===== config.mk =====
export PLATFORM = sky130hd
export DESIGN_NAME = cdb_arbiter_flat
export DESIGN_NICKNAME = d
export VERILOG_FILES = /design/src/rtl/cdb_arbiter_if.sv /design/src/rtl/cdb_arbiter.sv /design/src/flat_wrapper.sv
export SDC_FILE = /design/constraint.sdc
export NUM_CORES = 1
export LEC_CHECK = 0
export ABC_AREA = 1
export BUFFER_PORTS_ARGS = -buffer_cell sky130_fd_sc_hd__buf_4
export CORE_MARGIN = 2
export CORE_UTILIZATION = 60
export DETAILED_ROUTE_END_ITERATION = 8
export GPL_TIMING_DRIVEN = 0
export MAX_ROUTING_LAYER = met4
export PLACE_DENSITY = 0.94
export SLEW_MARGIN = 40
export SYNTH_ARGS = -nofsm -noshare
export SYNTH_HDL_FRONTEND = slang
export SYNTH_SLANG_ARGS = --single-unit

===== constraint.sdc =====
create_clock -name clk -period 5.84 [get_ports clk]
set_input_delay 0.584 -clock clk [delete_from_list [all_inputs] [get_ports clk]]
set_output_delay 0.584 -clock clk [all_outputs]
set_load 0.1 [all_outputs]

===== src/rtl/cdb_arbiter_if.sv =====
// Result-producer / common-data-bus signal bundle for cdb_arbiter.
// master = producers and CDB consumers, slave = the arbiter.
interface cdb_arbiter_if #(
    parameter int unsigned ROB_IDX_W = 4,
    parameter int unsigned DATA_W    = 32
);
    logic                 alu_valid;
    logic [ROB_IDX_W-1:0] alu_src;
    logic [DATA_W-1:0]    alu_val;
    logic                 alu_tk;
    logic                 alu_ready;

    logic                 ld_valid;
    logic [ROB_IDX_W-1:0] ld_src;
    logic [DATA_W-1:0]    ld_val;
    logic                 ld_ready;

    logic                 cdb_valid;
    logic [ROB_IDX_W-1:0] cdb_src;
    logic [DATA_W-1:0]    cdb_val;
    logic                 cdb_tk;
    logic                 cdb_from_ld;

    modport master (
        output alu_valid, alu_src, alu_val, alu_tk,
        output ld_valid, ld_src, ld_val,
        input  alu_ready, ld_ready,
        input  cdb_valid, cdb_src, cdb_val, cdb_tk, cdb_from_ld
    );

    modport slave (
        input  alu_valid, alu_src, alu_val, alu_tk,
        input  ld_valid, ld_src, ld_val,
        output alu_ready, ld_ready,
        output cdb_valid, cdb_src, cdb_val, cdb_tk, cdb_from_ld
    );
endinterface


===== src/rtl/cdb_arbiter.sv =====
// Merges ALU and load results through two 2-entry FIFOs onto one registered CDB.
// Define CDB_ARB_RR_EN for round-robin grant; otherwise load wins when both are pending.
module cdb_arbiter #(
    parameter int unsigned ROB_IDX_W = 4,
    parameter int unsigned DATA_W    = 32
) (
    input  logic         clk,
    input  logic         rst,
    input  logic         rdy,
    input  logic         rb,
    cdb_arbiter_if.slave bus
);
    typedef struct packed {
        logic [ROB_IDX_W-1:0] src;
        logic [DATA_W-1:0]    val;
        logic                 tk;
    } entry_t;

    entry_t     alu_mem [2];
    entry_t     ld_mem  [2];
    logic       alu_head, alu_tail, ld_head, ld_tail;
    logic [1:0] alu_cnt, ld_cnt;

    logic       adv_c, alu_ne_c, ld_ne_c, grant_ld_c;
    logic       alu_push_c, ld_push_c, alu_pop_c, ld_pop_c;
    entry_t     alu_in_c, ld_in_c;

    logic                 cdb_valid_q;
    logic [ROB_IDX_W-1:0] cdb_src_q;
    logic [DATA_W-1:0]    cdb_val_q;
    logic                 cdb_tk_q;
    logic                 cdb_from_ld_q;

    assign adv_c    = rdy && !rb;
    assign alu_ne_c = (alu_cnt != 2'd0);
    assign ld_ne_c  = (ld_cnt != 2'd0);

    assign bus.alu_ready = (alu_cnt != 2'd2) && !rb;
    assign bus.ld_ready  = (ld_cnt != 2'd2) && !rb;

    assign alu_in_c = {bus.alu_src, bus.alu_val, bus.alu_tk};
    assign ld_in_c  = {bus.ld_src, bus.ld_val, 1'b0};

    assign alu_push_c = adv_c && bus.alu_valid && bus.alu_ready;
    assign ld_push_c  = adv_c && bus.ld_valid && bus.ld_ready;

`ifdef CDB_ARB_RR_EN
    // Last-grant flag: 1 = load was granted most recently.
    logic last_ld;

    always_comb begin
        grant_ld_c = ld_ne_c;
        if (alu_ne_c && ld_ne_c) begin
            grant_ld_c = !last_ld;
        end
    end

    always_ff @(posedge clk or posedge rst) begin
        if (rst) begin
            last_ld <= 1'b1;
        end else if (adv_c && (alu_ne_c || ld_ne_c)) begin
            last_ld <= grant_ld_c;
        end
    end
`else
    assign grant_ld_c = ld_ne_c;
`endif

    assign ld_pop_c  = adv_c && grant_ld_c;
    assign alu_pop_c = adv_c && alu_ne_c && !grant_ld_c;

    function automatic logic [1:0] next_cnt(input logic [1:0] cnt, input logic push, input logic pop);
        case ({push, pop})
            2'b10:   return cnt + 2'd1;
            2'b01:   return cnt - 2'd1;
            default: return cnt;
        endcase
    endfunction

    // FIFO bookkeeping; rollback empties both queues.
    always_ff @(posedge clk or posedge rst) begin
        if (rst) begin
            alu_head <= 1'b0;
            alu_tail <= 1'b0;
            alu_cnt  <= 2'd0;
            ld_head  <= 1'b0;
            ld_tail  <= 1'b0;
            ld_cnt   <= 2'd0;
        end else if (rdy) begin
            if (rb) begin
                alu_head <= 1'b0;
                alu_tail <= 1'b0;
                alu_cnt  <= 2'd0;
                ld_head  <= 1'b0;
                ld_tail  <= 1'b0;
                ld_cnt   <= 2'd0;
            end else begin
                if (alu_push_c) alu_tail <= ~alu_tail;
                if (alu_pop_c)  alu_head <= ~alu_head;
                if (ld_push_c)  ld_tail  <= ~ld_tail;
                if (ld_pop_c)   ld_head  <= ~ld_head;
                alu_cnt <= next_cnt(alu_cnt, alu_push_c, alu_pop_c);
                ld_cnt  <= next_cnt(ld_cnt, ld_push_c, ld_pop_c);
            end
        end
    end

    // Payload storage is qualified by the counts, so it needs no reset.
    always_ff @(posedge clk) begin
        if (alu_push_c) alu_mem[alu_tail] <= alu_in_c;
        if (ld_push_c)  ld_mem[ld_tail]   <= ld_in_c;
    end

    always_ff @(posedge clk or posedge rst) begin
        if (rst) begin
            cdb_valid_q   <= 1'b0;
            cdb_src_q     <= '0;
            cdb_val_q     <= '0;
            cdb_tk_q      <= 1'b0;
            cdb_from_ld_q <= 1'b0;
        end else if (rdy) begin
            if (alu_pop_c) begin
                cdb_valid_q   <= 1'b1;
                cdb_src_q     <= alu_mem[alu_head].src;
                cdb_val_q     <= alu_mem[alu_head].val;
                cdb_tk_q      <= alu_mem[alu_head].tk;
                cdb_from_ld_q <= 1'b0;
            end else if (ld_pop_c) begin
                cdb_valid_q   <= 1'b1;
                cdb_src_q     <= ld_mem[ld_head].src;
                cdb_val_q     <= ld_mem[ld_head].val;
                cdb_tk_q      <= ld_mem[ld_head].tk;
                cdb_from_ld_q <= 1'b1;
            end else begin
                cdb_valid_q   <= 1'b0;
            end
        end
    end

    assign bus.cdb_valid   = cdb_valid_q;
    assign bus.cdb_src     = cdb_src_q;
    assign bus.cdb_val     = cdb_val_q;
    assign bus.cdb_tk      = cdb_tk_q;
    assign bus.cdb_from_ld = cdb_from_ld_q;
endmodule


===== src/flat_wrapper.sv =====
// flat-port wrapper written by rule: the top's interface ports become plain ports
module cdb_arbiter_flat 
#(
    parameter int unsigned ROB_IDX_W = 4,
    parameter int unsigned DATA_W    = 32
)
  (clk, rst, rdy, rb, bus_alu_valid, bus_alu_src, bus_alu_val, bus_alu_tk, bus_ld_valid, bus_ld_src, bus_ld_val, bus_alu_ready, bus_ld_ready, bus_cdb_valid, bus_cdb_src, bus_cdb_val, bus_cdb_tk, bus_cdb_from_ld);
  cdb_arbiter_if #(.ROB_IDX_W(ROB_IDX_W), .DATA_W(DATA_W)) bus_i ();
  input  logic clk;
  input  logic rst;
  input  logic rdy;
  input  logic rb;
  input wire logic [$bits(bus_i.alu_valid)-1:0] bus_alu_valid;
  input wire logic [$bits(bus_i.alu_src)-1:0] bus_alu_src;
  input wire logic [$bits(bus_i.alu_val)-1:0] bus_alu_val;
  input wire logic [$bits(bus_i.alu_tk)-1:0] bus_alu_tk;
  input wire logic [$bits(bus_i.ld_valid)-1:0] bus_ld_valid;
  input wire logic [$bits(bus_i.ld_src)-1:0] bus_ld_src;
  input wire logic [$bits(bus_i.ld_val)-1:0] bus_ld_val;
  output wire logic [$bits(bus_i.alu_ready)-1:0] bus_alu_ready;
  output wire logic [$bits(bus_i.ld_ready)-1:0] bus_ld_ready;
  output wire logic [$bits(bus_i.cdb_valid)-1:0] bus_cdb_valid;
  output wire logic [$bits(bus_i.cdb_src)-1:0] bus_cdb_src;
  output wire logic [$bits(bus_i.cdb_val)-1:0] bus_cdb_val;
  output wire logic [$bits(bus_i.cdb_tk)-1:0] bus_cdb_tk;
  output wire logic [$bits(bus_i.cdb_from_ld)-1:0] bus_cdb_from_ld;
  assign bus_i.alu_valid = bus_alu_valid;
  assign bus_i.alu_src = bus_alu_src;
  assign bus_i.alu_val = bus_alu_val;
  assign bus_i.alu_tk = bus_alu_tk;
  assign bus_i.ld_valid = bus_ld_valid;
  assign bus_i.ld_src = bus_ld_src;
  assign bus_i.ld_val = bus_ld_val;
  assign bus_alu_ready = bus_i.alu_ready;
  assign bus_ld_ready = bus_i.ld_ready;
  assign bus_cdb_valid = bus_i.cdb_valid;
  assign bus_cdb_src = bus_i.cdb_src;
  assign bus_cdb_val = bus_i.cdb_val;
  assign bus_cdb_tk = bus_i.cdb_tk;
  assign bus_cdb_from_ld = bus_i.cdb_from_ld;
  cdb_arbiter #(.ROB_IDX_W(ROB_IDX_W), .DATA_W(DATA_W)) u_core (.clk(clk), .rst(rst), .rdy(rdy), .rb(rb), .bus(bus_i));
endmodule

==> run metrics <==
Reg clk slew, reported paths 70 ps; final setup vio count 0; Cell Area, Synth 7574 um2; Total GRT Usage 30.45%; Final Cycle Share 37.18%; DP HPWL 12720 um; CTS tree yes; RSZ-0062 raised after global routing no; post-synthesis simple-gate area fraction 9.979%; non-filler cells, final 923; largest family of logic cells by synthesized area simple AND/OR/NAND/NOR gates; kind of critical path reg2out; Die Height 116.4 um; Worst Path Max Fanout 4; Max H-tree Level 4; root buffer cell clkbuf_16; r2r startpoint u_core.ld_cnt[0]$_DFFE_PP0P_; vias in the first global route 5520; Worst Setup Start Kind register; critical path's slowest cell dfrtp_1; number of synthesized register bits 193; Slew HR 56.77%; vias post-DR 5400; Least-Margin Pin Slew 648.5 ps; Synth-to-Final Area Change 24.96%; Tot Pwr 5.038 mW; pwr/cell area 532.4 nW/um2; post-synthesis adder-cell area fraction 0%; post-DR wirelength/cell 20.42 um; dpl cells 891; clock latency at the later pin of the worst-skew pair 440 ps; placed inst area 8850 um2; final hold viol count 0; Period minus WS final 2172 ps; clock buffer count from CTS 17; share of the synthesized area in the top cell type 57.89%; worst reg2reg setup slack 3800 ps; R2R depth 5; hold-fix buffer count after cts 0; met1 WL 6803 um; CORE AREA 12470 um2; Pre-antenna DRT Iters 8; FF-to-FF End u_core.ld_mem[0][26]$_DFFE_PP_; # clock sinks 193; Mapped Cells 593; Max Clock Freq 460.5 MHz; final slew viol count 0; post-cts sizing count 0; GP Congestion 0.9538; routed wire length 18850 um; post-synthesis mux area share 4.758%; Req. time, crit path 5260 ps; grt total ovfl 0; area leader, netlist edfxtp_1; Die W 116.4 um; row cnt 41; Residual DRC 0; setup bufs post-CTS 0; drt via density 5.850; Hold Path Class in2async; global-route wire length before repair 29060 um; final net count 817; Yosys Warn Count 0; compound-gate portion of the synthesized area 7.203%; Final TNS setup 0 ps; initial core utilization 60.75%; DR WL met3 1562 um; Post-Syn Nets 672; commonest cells after routing, fill and taps aside 167 x nand2_1, 146 x edfxtp_1, 121 x buf_4, 62 x o21ai_0; Iter 0 DRT Violations 683; largest net degree at the start of global routing 32; maximum VDD drop 366.5 uV; Top Layer Used met4; CP Capture Type output port; Crit path max-delay family buffers and inverters; post-synthesis sequential area ratio 73.42%; initial antenna violation count 0; Synth Area in XOR/XNOR 0.1156%; delay of the slowest cell on the worst path 430 ps; Cell variety after synth 21; die area 13540 um2; Max Root-Sink Buffers 2; Design Area, Final 9464 um2; antenna cells 0; Routed Antenna Nets 0; Crit path arrival time 1590 ps; skew final 7.281 ps; synth top area cells edfxtp_1 58%, dfrtp_1 16%, nand2_1 8.3%; IO Port Bufs 119; DR WL met2 9445 um; worst path cell trace inv_1, a21oi_1, buf_4; Top-Level Pins 120; CP bufs+invs 2; P_leak 3.936 nW; share of cells above drive strength 1 24.90%; MaxCap Viol Count 0; commonest non-fill, non-tap cell in the layout nand2_1; status complete, no violations; Avg Inst Size Synth 12.77 um2
## synth_stat cells
master    count
a21oi_1       8
buf_1         2
buf_2        10
buf_4         2
buf_6         4
clkbuf_1     10
dfrtp_1      47
edfxtp_1    146
inv_1        48
inv_2         2
mux2i_1      36
nand2_1     167
nand2_2       3
nand3_1       8
nor2_1        7
nor2_4        1
nor2_8        1
o211ai_1     26
o21ai_0      62
or2_2         2
xor2_1        1
## layer usage
metal,global-route usage (%),vias up
met4,15.71,0
met3,7.265,116
met5,-,-
met2,47.91,362
met1,37.10,2587
li1,-,2335
## worst register-to-register path, stage by stage (launching register included)
cell and delay (ps):
dfrtp_1 430, inv_1 120, nand2_1 70, nand3_1 290
nor2_4 550, buf_8 280
## worst max-delay path by stage
stage / startpoint / end / slack, ps / cells after the start
2_1_floorplan: rdy / u_core.alu_mem[0][0]$_DFFE_PP_ / 2870 / 4
3_3_place_gp: rdy / u_core.alu_mem[0][19]$_DFFE_PP_ / 1690 / 5
3_5_place_dp: rdy / u_core.ld_mem[1][26]$_DFFE_PP_ / 3470 / 6
4_1_cts: u_core.ld_cnt[0]$_DFFE_PP0P_ / bus_ld_ready / 3700 / 3
5_1_grt: u_core.ld_cnt[0]$_DFFE_PP0P_ / bus_ld_ready / 3690 / 3
6_report: u_core.ld_cnt[0]$_DFFE_PP0P_ / bus_ld_ready / 3670 / 3
## cell type report
class,instances,area (um2)
Multi-Input combinational cell,322,1700
Buffer,28,155.1
Timing Repair Buffer,126,1028
Clock buffer,20,456.7
Sequential cell,193,5560
Fill cell,700,3002
Tap cell,172,215.2
Clock inverter,12,157.7
Inverter,50,190.2
## state kept, by name, summed over array words and instances, names as in the netlist
register / count
u_core.alu_head: 1
u_core.alu_tail: 1
u_core.bus.cdb_from_ld: 1
u_core.bus.cdb_valid: 1
u_core.alu_cnt: 2
u_core.ld_cnt: 2
u_core.ld_head: 1
u_core.bus.cdb_val: 32
u_core.bus.cdb_src: 4
u_core.bus.cdb_tk: 1
u_core.ld_tail: 1
u_core.alu_mem: 74
u_core.ld_mem: 72
## logic make-up (layout without fill, tap and decap cells)
family / count (synthesis) / count (layout)
compound gates: 96 / 96
xor+xnor: 1 / 1
buf+inv: 78 / 236
flops: 193 / 193
mux: 36 / 36
simple gates: 189 / 189
## where the power goes
part	switching, mW	internal (mW)	leakage (nW)
clock	0.507	0.698	0.293
sequential	0.121	1.68	1.92
combinational	1.57	0.464	1.73
## per-stage QoR
step	util, %	setup WS, ps	hold slack, ps
final	75.92	3668	85.96
after global routing	75.92	3689	99.47
after CTS	75.92	3704	78.41
after detailed placement	70.99	3471	475.2
after global placement	69.65	1688	462.4
after floorplan	-	2873	463.1
Power figures use the tool's default switching activity.
